===== src/rtl/learning_tutor_if.sv =====
// Song-memory, player-key and buzzer/LED/score signals of the learning tutor.
// The testbench or system side is the master; the tutor engine is the slave.
interface learning_tutor_if #(
    parameter int NOTE_W  = 4,
    parameter int DUR_W   = 26,
    parameter int ADDR_W  = 5,
    parameter int SCORE_W = 7
);
    logic               start;
    logic [NOTE_W-1:0]  note_value;
    logic [DUR_W-1:0]   duration_value;
    logic [NOTE_W-1:0]  user_input;
    logic [ADDR_W-1:0]  mem_addr;
    logic               key_on;
    logic [NOTE_W-1:0]  key;
    logic [SCORE_W-1:0] score;
    logic               busy;
    logic               done;
    logic               hit;
    logic               miss;

    modport master (
        output start, note_value, duration_value, user_input,
        input  mem_addr, key_on, key, score, busy, done, hit, miss
    );
    modport slave (
        input  start, note_value, duration_value, user_input,
        output mem_addr, key_on, key, score, busy, done, hit, miss
    );
endinterface


===== src/rtl/learning_tutor.sv =====
// Learning-mode engine: plays each song note, waits for the matching key press,
// scores hits with a saturating counter, and handles rests, timeouts and strict replay.
module learning_tutor #(
    parameter int NOTE_W      = 4,
    parameter int DUR_W       = 26,
    parameter int ADDR_W      = 5,
    parameter int SCORE_W     = 7,
    parameter int TIMEOUT_CYC = 200_000_000,
    parameter bit STRICT      = 1'b0
) (
    input  logic            clk,
    input  logic            rst,
    learning_tutor_if.slave bus
);
    localparam int TO_W = (TIMEOUT_CYC > 1) ? $clog2(TIMEOUT_CYC) : 1;

    typedef enum logic [2:0] {
        S_IDLE, S_FETCH, S_PLAY, S_WAIT, S_ADVANCE, S_DONE
    } state_t;

    state_t             state_q, state_d;
    logic [NOTE_W-1:0]  note_q, note_d;
    logic [DUR_W-1:0]   dur_q, dur_d;
    logic [DUR_W-1:0]   dur_cnt_q, dur_cnt_d;
    logic [TO_W-1:0]    to_cnt_q, to_cnt_d;
    logic [NOTE_W-1:0]  prev_in_q, prev_in_d;
    logic [ADDR_W-1:0]  mem_addr_q, mem_addr_d;
    logic [NOTE_W-1:0]  key_q, key_d;
    logic               key_on_q, key_on_d;
    logic [SCORE_W-1:0] score_q, score_d;
    logic               busy_q, busy_d;
    logic               done_q, done_d;
    logic               hit_q, hit_d;
    logic               miss_q, miss_d;
    logic               press;

    always_comb begin
        press      = (prev_in_q == '0) && (bus.user_input != '0);
        state_d    = state_q;
        note_d     = note_q;
        dur_d      = dur_q;
        dur_cnt_d  = dur_cnt_q;
        to_cnt_d   = '0;
        prev_in_d  = bus.user_input;
        mem_addr_d = mem_addr_q;
        score_d    = score_q;
        hit_d      = 1'b0;
        miss_d     = 1'b0;

        case (state_q)
            S_IDLE, S_DONE: begin
                if (bus.start) begin
                    score_d    = '0;
                    mem_addr_d = '0;
                    state_d    = S_FETCH;
                end
            end
            S_FETCH: begin
                note_d    = bus.note_value;
                dur_d     = bus.duration_value;
                dur_cnt_d = '0;
                state_d   = (bus.duration_value == '0) ? S_DONE : S_PLAY;
            end
            S_PLAY: begin
                if (dur_cnt_q == dur_q - DUR_W'(1))
                    state_d = (note_q == '0) ? S_ADVANCE : S_WAIT;
                else
                    dur_cnt_d = dur_cnt_q + DUR_W'(1);
            end
            S_WAIT: begin
                // Counter is 0 on entry, so the compare hits TIMEOUT_CYC edges after entry;
                // a press on that same edge takes priority over the timeout.
                to_cnt_d = to_cnt_q + TO_W'(1);
                if (press && bus.user_input == note_q) begin
                    hit_d   = 1'b1;
                    score_d = (score_q == '1) ? score_q : score_q + SCORE_W'(1);
                    state_d = S_ADVANCE;
                end else if (press || to_cnt_q == TO_W'(TIMEOUT_CYC - 1)) begin
                    miss_d  = 1'b1;
                    state_d = STRICT ? S_FETCH : S_ADVANCE;
                end
            end
            S_ADVANCE: begin
                if (mem_addr_q == '1) begin
                    state_d = S_DONE;
                end else begin
                    mem_addr_d = mem_addr_q + ADDR_W'(1);
                    state_d    = S_FETCH;
                end
            end
            default: state_d = S_IDLE;
        endcase

        busy_d   = state_d inside {S_FETCH, S_PLAY, S_WAIT, S_ADVANCE};
        done_d   = (state_d == S_DONE);
        key_d    = (state_d == S_PLAY || state_d == S_WAIT) ? note_d : '0;
        key_on_d = (state_d == S_PLAY) && (note_d != '0);
    end

    always_ff @(posedge clk) begin
        if (!rst) begin
            state_q    <= S_IDLE;
            note_q     <= '0;
            dur_q      <= '0;
            dur_cnt_q  <= '0;
            to_cnt_q   <= '0;
            prev_in_q  <= '0;
            mem_addr_q <= '0;
            key_q      <= '0;
            key_on_q   <= 1'b0;
            score_q    <= '0;
            busy_q     <= 1'b0;
            done_q     <= 1'b0;
            hit_q      <= 1'b0;
            miss_q     <= 1'b0;
        end else begin
            state_q    <= state_d;
            note_q     <= note_d;
            dur_q      <= dur_d;
            dur_cnt_q  <= dur_cnt_d;
            to_cnt_q   <= to_cnt_d;
            prev_in_q  <= prev_in_d;
            mem_addr_q <= mem_addr_d;
            key_q      <= key_d;
            key_on_q   <= key_on_d;
            score_q    <= score_d;
            busy_q     <= busy_d;
            done_q     <= done_d;
            hit_q      <= hit_d;
            miss_q     <= miss_d;
        end
    end

    // Buzzer is gated by reset so it goes quiet in the same cycle rst drops.
    assign bus.key_on   = key_on_q & rst;
    assign bus.key      = key_q;
    assign bus.mem_addr = mem_addr_q;
    assign bus.score    = score_q;
    assign bus.busy     = busy_q;
    assign bus.done     = done_q;
    assign bus.hit      = hit_q;
    assign bus.miss     = miss_q;
endmodule


===== src/flat_wrapper.sv =====
// flat-port wrapper written by rule: the top's interface ports become plain ports
module learning_tutor_flat 
#(
    parameter int NOTE_W      = 4,
    parameter int DUR_W       = 26,
    parameter int ADDR_W      = 5,
    parameter int SCORE_W     = 7,
    parameter int TIMEOUT_CYC = 200_000_000,
    parameter bit STRICT      = 1'b0
)
  (clk, rst, bus_start, bus_note_value, bus_duration_value, bus_user_input, bus_mem_addr, bus_key_on, bus_key, bus_score, bus_busy, bus_done, bus_hit, bus_miss);
  learning_tutor_if #(.NOTE_W(NOTE_W), .DUR_W(DUR_W), .ADDR_W(ADDR_W), .SCORE_W(SCORE_W)) bus_i ();
  input  logic clk;
  input  logic rst;
  input wire logic [$bits(bus_i.start)-1:0] bus_start;
  input wire logic [$bits(bus_i.note_value)-1:0] bus_note_value;
  input wire logic [$bits(bus_i.duration_value)-1:0] bus_duration_value;
  input wire logic [$bits(bus_i.user_input)-1:0] bus_user_input;
  output wire logic [$bits(bus_i.mem_addr)-1:0] bus_mem_addr;
  output wire logic [$bits(bus_i.key_on)-1:0] bus_key_on;
  output wire logic [$bits(bus_i.key)-1:0] bus_key;
  output wire logic [$bits(bus_i.score)-1:0] bus_score;
  output wire logic [$bits(bus_i.busy)-1:0] bus_busy;
  output wire logic [$bits(bus_i.done)-1:0] bus_done;
  output wire logic [$bits(bus_i.hit)-1:0] bus_hit;
  output wire logic [$bits(bus_i.miss)-1:0] bus_miss;
  assign bus_i.start = bus_start;
  assign bus_i.note_value = bus_note_value;
  assign bus_i.duration_value = bus_duration_value;
  assign bus_i.user_input = bus_user_input;
  assign bus_mem_addr = bus_i.mem_addr;
  assign bus_key_on = bus_i.key_on;
  assign bus_key = bus_i.key;
  assign bus_score = bus_i.score;
  assign bus_busy = bus_i.busy;
  assign bus_done = bus_i.done;
  assign bus_hit = bus_i.hit;
  assign bus_miss = bus_i.miss;
  learning_tutor #(.NOTE_W(NOTE_W), .DUR_W(DUR_W), .ADDR_W(ADDR_W), .SCORE_W(SCORE_W), .TIMEOUT_CYC(TIMEOUT_CYC), .STRICT(STRICT)) u_core (.clk(clk), .rst(rst), .bus(bus_i));
endmodule

===== config.mk =====
export PLATFORM = sky130hd
export DESIGN_NAME = learning_tutor_flat
export DESIGN_NICKNAME = d
export VERILOG_FILES = /design/src/rtl/learning_tutor_if.sv /design/src/rtl/learning_tutor.sv /design/src/flat_wrapper.sv
export SDC_FILE = /design/constraint.sdc
export NUM_CORES = 1
export LEC_CHECK = 0
export BUFFER_PORTS_ARGS = -buffer_cell sky130_fd_sc_hd__buf_2
export CAP_MARGIN = 0
export CORE_ASPECT_RATIO = 1.25
export CORE_MARGIN = 4
export CORE_UTILIZATION = 59
export DETAILED_ROUTE_END_ITERATION = 16
export PLACE_DENSITY_LB_ADDON = 0.25
export SETUP_SLACK_MARGIN = 0.1
export SYNTH_ARGS = -nofsm -noshare
export SYNTH_HDL_FRONTEND = slang
export SYNTH_SLANG_ARGS = --single-unit

===== constraint.sdc =====
create_clock -name clk -period 4.6 [get_ports clk]
set_clock_uncertainty 0.1 [all_clocks]
set_input_delay 0.23 -clock clk [delete_from_list [all_inputs] [get_ports clk]]
set_output_delay 0.23 -clock clk [all_outputs]
set_load 0.02 [all_outputs]

=== Word level (Yosys, flattened, before mapping) ===
Cells that the tools add are included.

* Word-level logic and storage cells: 84
* Bits of input ports: 37
* Flip-flop bits (word level): 112

* Equal/unequal tests: 20
* Multiplexer cells: 20
* Bitwise gates (word level): 3
* $add $sub $neg: 5
* Reduce and logical (&&, ||, !) cells: 22

{| class="wikitable"
|+ Operator list
! operator !! count
|-
| case mux 26 bit (2 select lines) || 1
|-
| adder 28 x 1 -> 28 bit (second input constant) || 1
|-
| == test 28 bit (second input constant) || 1
|-
| adder 26 x 1 -> 26 bit (second input constant) || 1
|-
| == test 26 bit || 1
|-
| zero test 26 bit || 1
|-
| two-way mux 26 bit || 1
|-
| subtractor 26 x 1 -> 26 bit (second input constant) || 1
|-
| two-way mux 3 bit || 7
|-
| two-way mux 7 bit || 3
|-
| case mux 3 bit (5 select lines) || 1
|-
| case mux 7 bit (2 select lines) || 1
|-
| == test 3 x 2 -> 1 bit (second input constant) || 4
|-
| == test 3 bit (second input constant) || 4
|-
| nonzero test 4 bit || 3
|-
| two-way mux 5 bit || 2
|-
| case mux 5 bit (2 select lines) || 1
|-
| zero test 4 bit || 2
|-
| != test 2 bit (second input constant) || 4
|-
| adder 7 x 1 -> 7 bit (second input constant) || 1
|-
| == test 7 bit (second input constant) || 1
|-
| == test 3 x 1 -> 1 bit (second input constant) || 2
|-
| AND reduction 2 bit || 3
|-
| nonzero test 2 bit || 3
|-
| other kinds (15) || 20
|}

=== Depth between registers and ports, before layout ===
* Word-level depth: 9
* Depth in mapped cells: 15
* Depth with buffers taken out: 12

=== Least setup slack after synthesis ===
No wires, ideal clock.

* Path type: reg-to-reg
* Start point: register u_core.dur_q[0]
* End point: register u_core.dur_cnt_q[3]
* Cell stages (with the launch flop): 16
* Path slack: 1.047 ns
* Arrival: 3.325 ns
* Library setup time: 0.128 ns
* Data required time: 4.372 ns
* Period minus slack after synthesis: 3.553 ns
* Cells stage by stage: dfxtp_1 clkbuf_1 inv_1 ha_1 or4b_1 or4_1 nor3_1 xnor2_1 nand2_1 or4_1 buf_6 o211ai_4 buf_6 buf_8 xnor2_1 nor2_1

* Cells in the longest elaborated chain, start to end: 4

{| class="wikitable"
|+ Ends and longest elaborated chain
! what !! RTL line !! RTL
|-
| from (decl) || learning_tutor.sv:23 || <nowiki>logic [DUR_W-1:0] dur_q, dur_d;</nowiki>
|-
| from (signal assigned) || learning_tutor.sv:119 || <nowiki>dur_q <= dur_d;</nowiki>
|-
| subtractor 26 x 1 -> 26 bit || learning_tutor.sv:65 || <nowiki>if (dur_cnt_q == dur_q - DUR_W'(1))</nowiki>
|-
| == test 26 bit || learning_tutor.sv:65 ||
|-
| != test 2 bit (no source line) || -- ||
|-
| AND reduction 2 bit (no source line) || -- ||
|-
| to (signal assigned) || learning_tutor.sv:120 || <nowiki>dur_cnt_q <= dur_cnt_d;</nowiki>
|-
| to (decl) || learning_tutor.sv:24 || <nowiki>logic [DUR_W-1:0] dur_cnt_q, dur_cnt_d;</nowiki>
|}

Every way passes these cells.
A chain may end at the register's enable or synchronous reset.

=== Final worst setup path ===
* Start point: register u_core.dur_q[0]
* End point: register u_core.dur_cnt_q[14]

The elaborated chain is that of the path after synthesis.

==> flow_metrics.tcl <==
set metrics [dict create \
    overflow 0 \
    rsz0062_at_grt "no" \
    grt_max_degree 35 \
    synth_most_common_cell "dfxtp_1" \
    nNetsFinal 792 \
    end_kind "register" \
    clk-insertion-delay-late_ns 0.35 \
    worstSetupStartpointType "register" \
    drc 0 \
    timing.final.crit_share_pct 88.7 \
    drive_gt1_share_pct 11.7 \
    crit_chain "inv_1, ha_1, or4b_1, or4_1, nor3_1, xnor2_1, nand2_1, or4_1, o211ai_2, o21ai_0, a21oi_1" \
    r2r_slack_ns 0.52 \
    critical_path.top_delay_family "simple AND/OR/NAND/NOR gates" \
    port_buffers 57 \
    cp_num_buf_inv 1 \
    avgSynthCellArea_um2 8.01 \
    crit_type "register to register" \
    clk_path_buf_depth 2 \
    dr_total_vias 5105 \
    numCtsBuffers 9 \
    synthTopCellsByArea "dfxtp_1, nand2_1, xor2_1" \
    wl_per_cell_um 14.8 \
    leakagePower_nw 2.28 \
    diodes 0 \
    critPathLaunch "u_core.dur_q[0]" \
    fin_crit_ns 4.08 \
    peakVddDrop_mv 0.268 \
    maxSlewHeadroom_pct 39.7 \
    place_area_um2 6000 \
    yosysWarningCount 0 \
    fin_ws_ns 0.518 \
    initial_core_util_pct 61.2 \
    synthTopCellsByCount "dfxtp_1, nand2_1, nor2_1" \
    die_x_um 95.7 \
    drtAntennaViolNets 0 \
    drv_slew 0 \
    first_pass_iters 5 \
    die_y_um 118 \
    cts.htree.levels 3 \
    cpMostUsedCell "or4_1" \
    ys_ff_latch 112 \
    synth_top_area_cell "dfxtp_1" \
    power_density_nw_per_um2 337 \
    r2r_end "u_core.dur_cnt_q[14]" \
    hold_class "input pin to register" \
    cp_max_fo 22 \
    fin_area_um2 6300 \
    synth-seq-area-share_pct 39.5 \
    critPathSlowestCell "or4_1" \
    post_cts_buffers 0 \
    syn_area_um2 5670 \
    cts-resized-gates 0 \
    ios 58 \
    wirelength_mm 13.0 \
    cts_tree "built" \
    worstReg2RegStart "u_core.dur_q[0]" \
    grt_pass1_vias 4732 \
    dpl.hpwl_mm 9.74 \
    core_um2 9270 \
    cp.arrival_ns 4.25 \
    pre_cts_slack_ns 0.544 \
    row_count 39 \
    cts.sinks 112 \
    status "completed" \
    hold_violations 0 \
    synth-edff-count 0 \
    synth_top_area_share_pct 39.5 \
    r2r_cells 11 \
    die_area_um2 11300 \
    ys.flop_type "dfxtp_1" \
    worstMarginPinSlew_ns 0.902 \
    num-fill-cells 760 \
    drt-initial-drc-count 260 \
    track_usage_pct 23.7 \
    tns_ns 0 \
    ys_async_sr_fraction_pct 0 \
    cpPeakStageDelay_ns 0.67 \
    endpoint "u_core.dur_cnt_q[14]" \
    antenna_found_initial 0 \
    synth_nets 751 \
    setup_violations 0 \
    cts.clk_slew.worst_paths_ns 0.07 \
    gp_congestion 0.899 \
    cp_data_required_time_ns 4.76 \
    clockRootBuffer "clkbuf_16" \
    fmax_mhz 245 \
    synth_cell_types 58 \
    final_core_util_pct 68.0 \
    area_delta_synth_final_pct 11.0 \
    postSynthCellCount 708 \
    cp.depth 11 \
    grt_pass1_wl_mm 21.7 \
    maxCapViolCount 0 \
    viasPerCell 5.82 \
    hold_slack_ns 0.0236 \
    cts_hold_buffers 0 \
]
[cells by family (layout without fill, tap and decap cells)]
group                      after synthesis  in the layout  synth area share [%]
muxes                                   12             12                  2.18
buffers and inverters                   48             94                  3.73
xor gates and xnor gates                61             61                  9.42
DFF                                    112            112                  39.5
adders and majority gates                6              6                  1.32
AOI/OAI and AO/OA                      129            129                  13.7
and+or+nand+nor                        340            340                  30.1
[stage by stage]
stage,instances,total power [W]
final,877,0.00213
after global routing,877,0.00222
after floorplan,708,0.00127
after detailed placement,861,0.00136
after CTS,877,0.00213
after global placement,861,0.00135
[state kept, by name, indices dropped and copies added, names as in the netlist]
signal,cells
u_core.to_cnt_q,28
u_core.dur_cnt_q,26
u_core.bus.mem_addr,5
u_core.dur_q,26
u_core.bus.hit,1
u_core.bus.key,4
u_core.bus.score,7
u_core.note_q,4
u_core.key_on_q,1
u_core.bus.busy,1
u_core.state_q,3
u_core.bus.miss,1
u_core.bus.done,1
u_core.prev_in_q,4
[worst min path at each step]
stage,from,end,slack [ns],cells after the start
2_1_floorplan,bus_user_input[0],u_core.prev_in_q[0],0.25,1
3_3_place_gp,u_core.to_cnt_q[0],u_core.to_cnt_q[0],0.34,1
3_5_place_dp,u_core.to_cnt_q[0],u_core.to_cnt_q[0],0.36,1
4_1_cts,bus_duration_value[5],u_core.dur_q[5],0.02,3
5_1_grt,bus_user_input[2],u_core.prev_in_q[2],0.03,2
6_report,bus_user_input[2],u_core.prev_in_q[2],0.02,2
[area by class of cell]
type	count	area, um^2	area share, %
Multi-Input combinational cell	548	3220	51.2
Clock buffer	12	246	3.91
Inverter	16	60.1	0.953
Timing Repair Buffer	62	323	5.12
Clock inverter	4	52.6	0.834
Tap cell	123	154	2.44
Sequential cell	112	2240	35.6
[layer usage]
metal  track usage, %  up-vias  wire length, um
li1                 -     2581                -
met1             29.7     2367             5620
met2             39.7      129             6560
met3             3.32       28              463
met4             10.1        0              357
met5                0        -                0
[placed cells by master (no fill, tap or decap), drive strengths merged, types with 5 or more instances in the layout]
cell type / instances
nor3: 19
and2: 13
or4: 11
a211oi: 5
inv: 16
xnor2: 24
nor2b: 6
nand2b: 7
nor4: 19
nor2: 72
or3: 31
o21ai: 34
a21oi: 58
o211ai: 6
nand4: 17
clkbuf: 12
mux2i: 9
nand2: 94
and3: 8
ha: 6
nand3: 25
buf: 62
o31ai: 5
xor2: 37
dfxtp: 112
[worst register-to-register path, stage by stage, from the launching register on]
cell	delay, ns
dfxtp_1	0.37
inv_1	0.08
ha_1	0.25
or4b_1	0.53
or4_1	0.55
nor3_1	0.20
xnor2_1	0.14
nand2_1	0.07
or4_1	0.67
o211ai_2	0.65
o21ai_0	0.22
a21oi_1	0.15
[report_power, final]
group / internal, W / switching [W] / total [W]
Combinational: 0.000127 / 0.000190 / 0.000317
Clock: 0.000440 / 0.000347 / 0.000787
Sequential: 0.000992 / 0.0000301 / 0.00102
Total: 0.00156 / 0.000567 / 0.00213
Power figures use the tool's default switching activity.
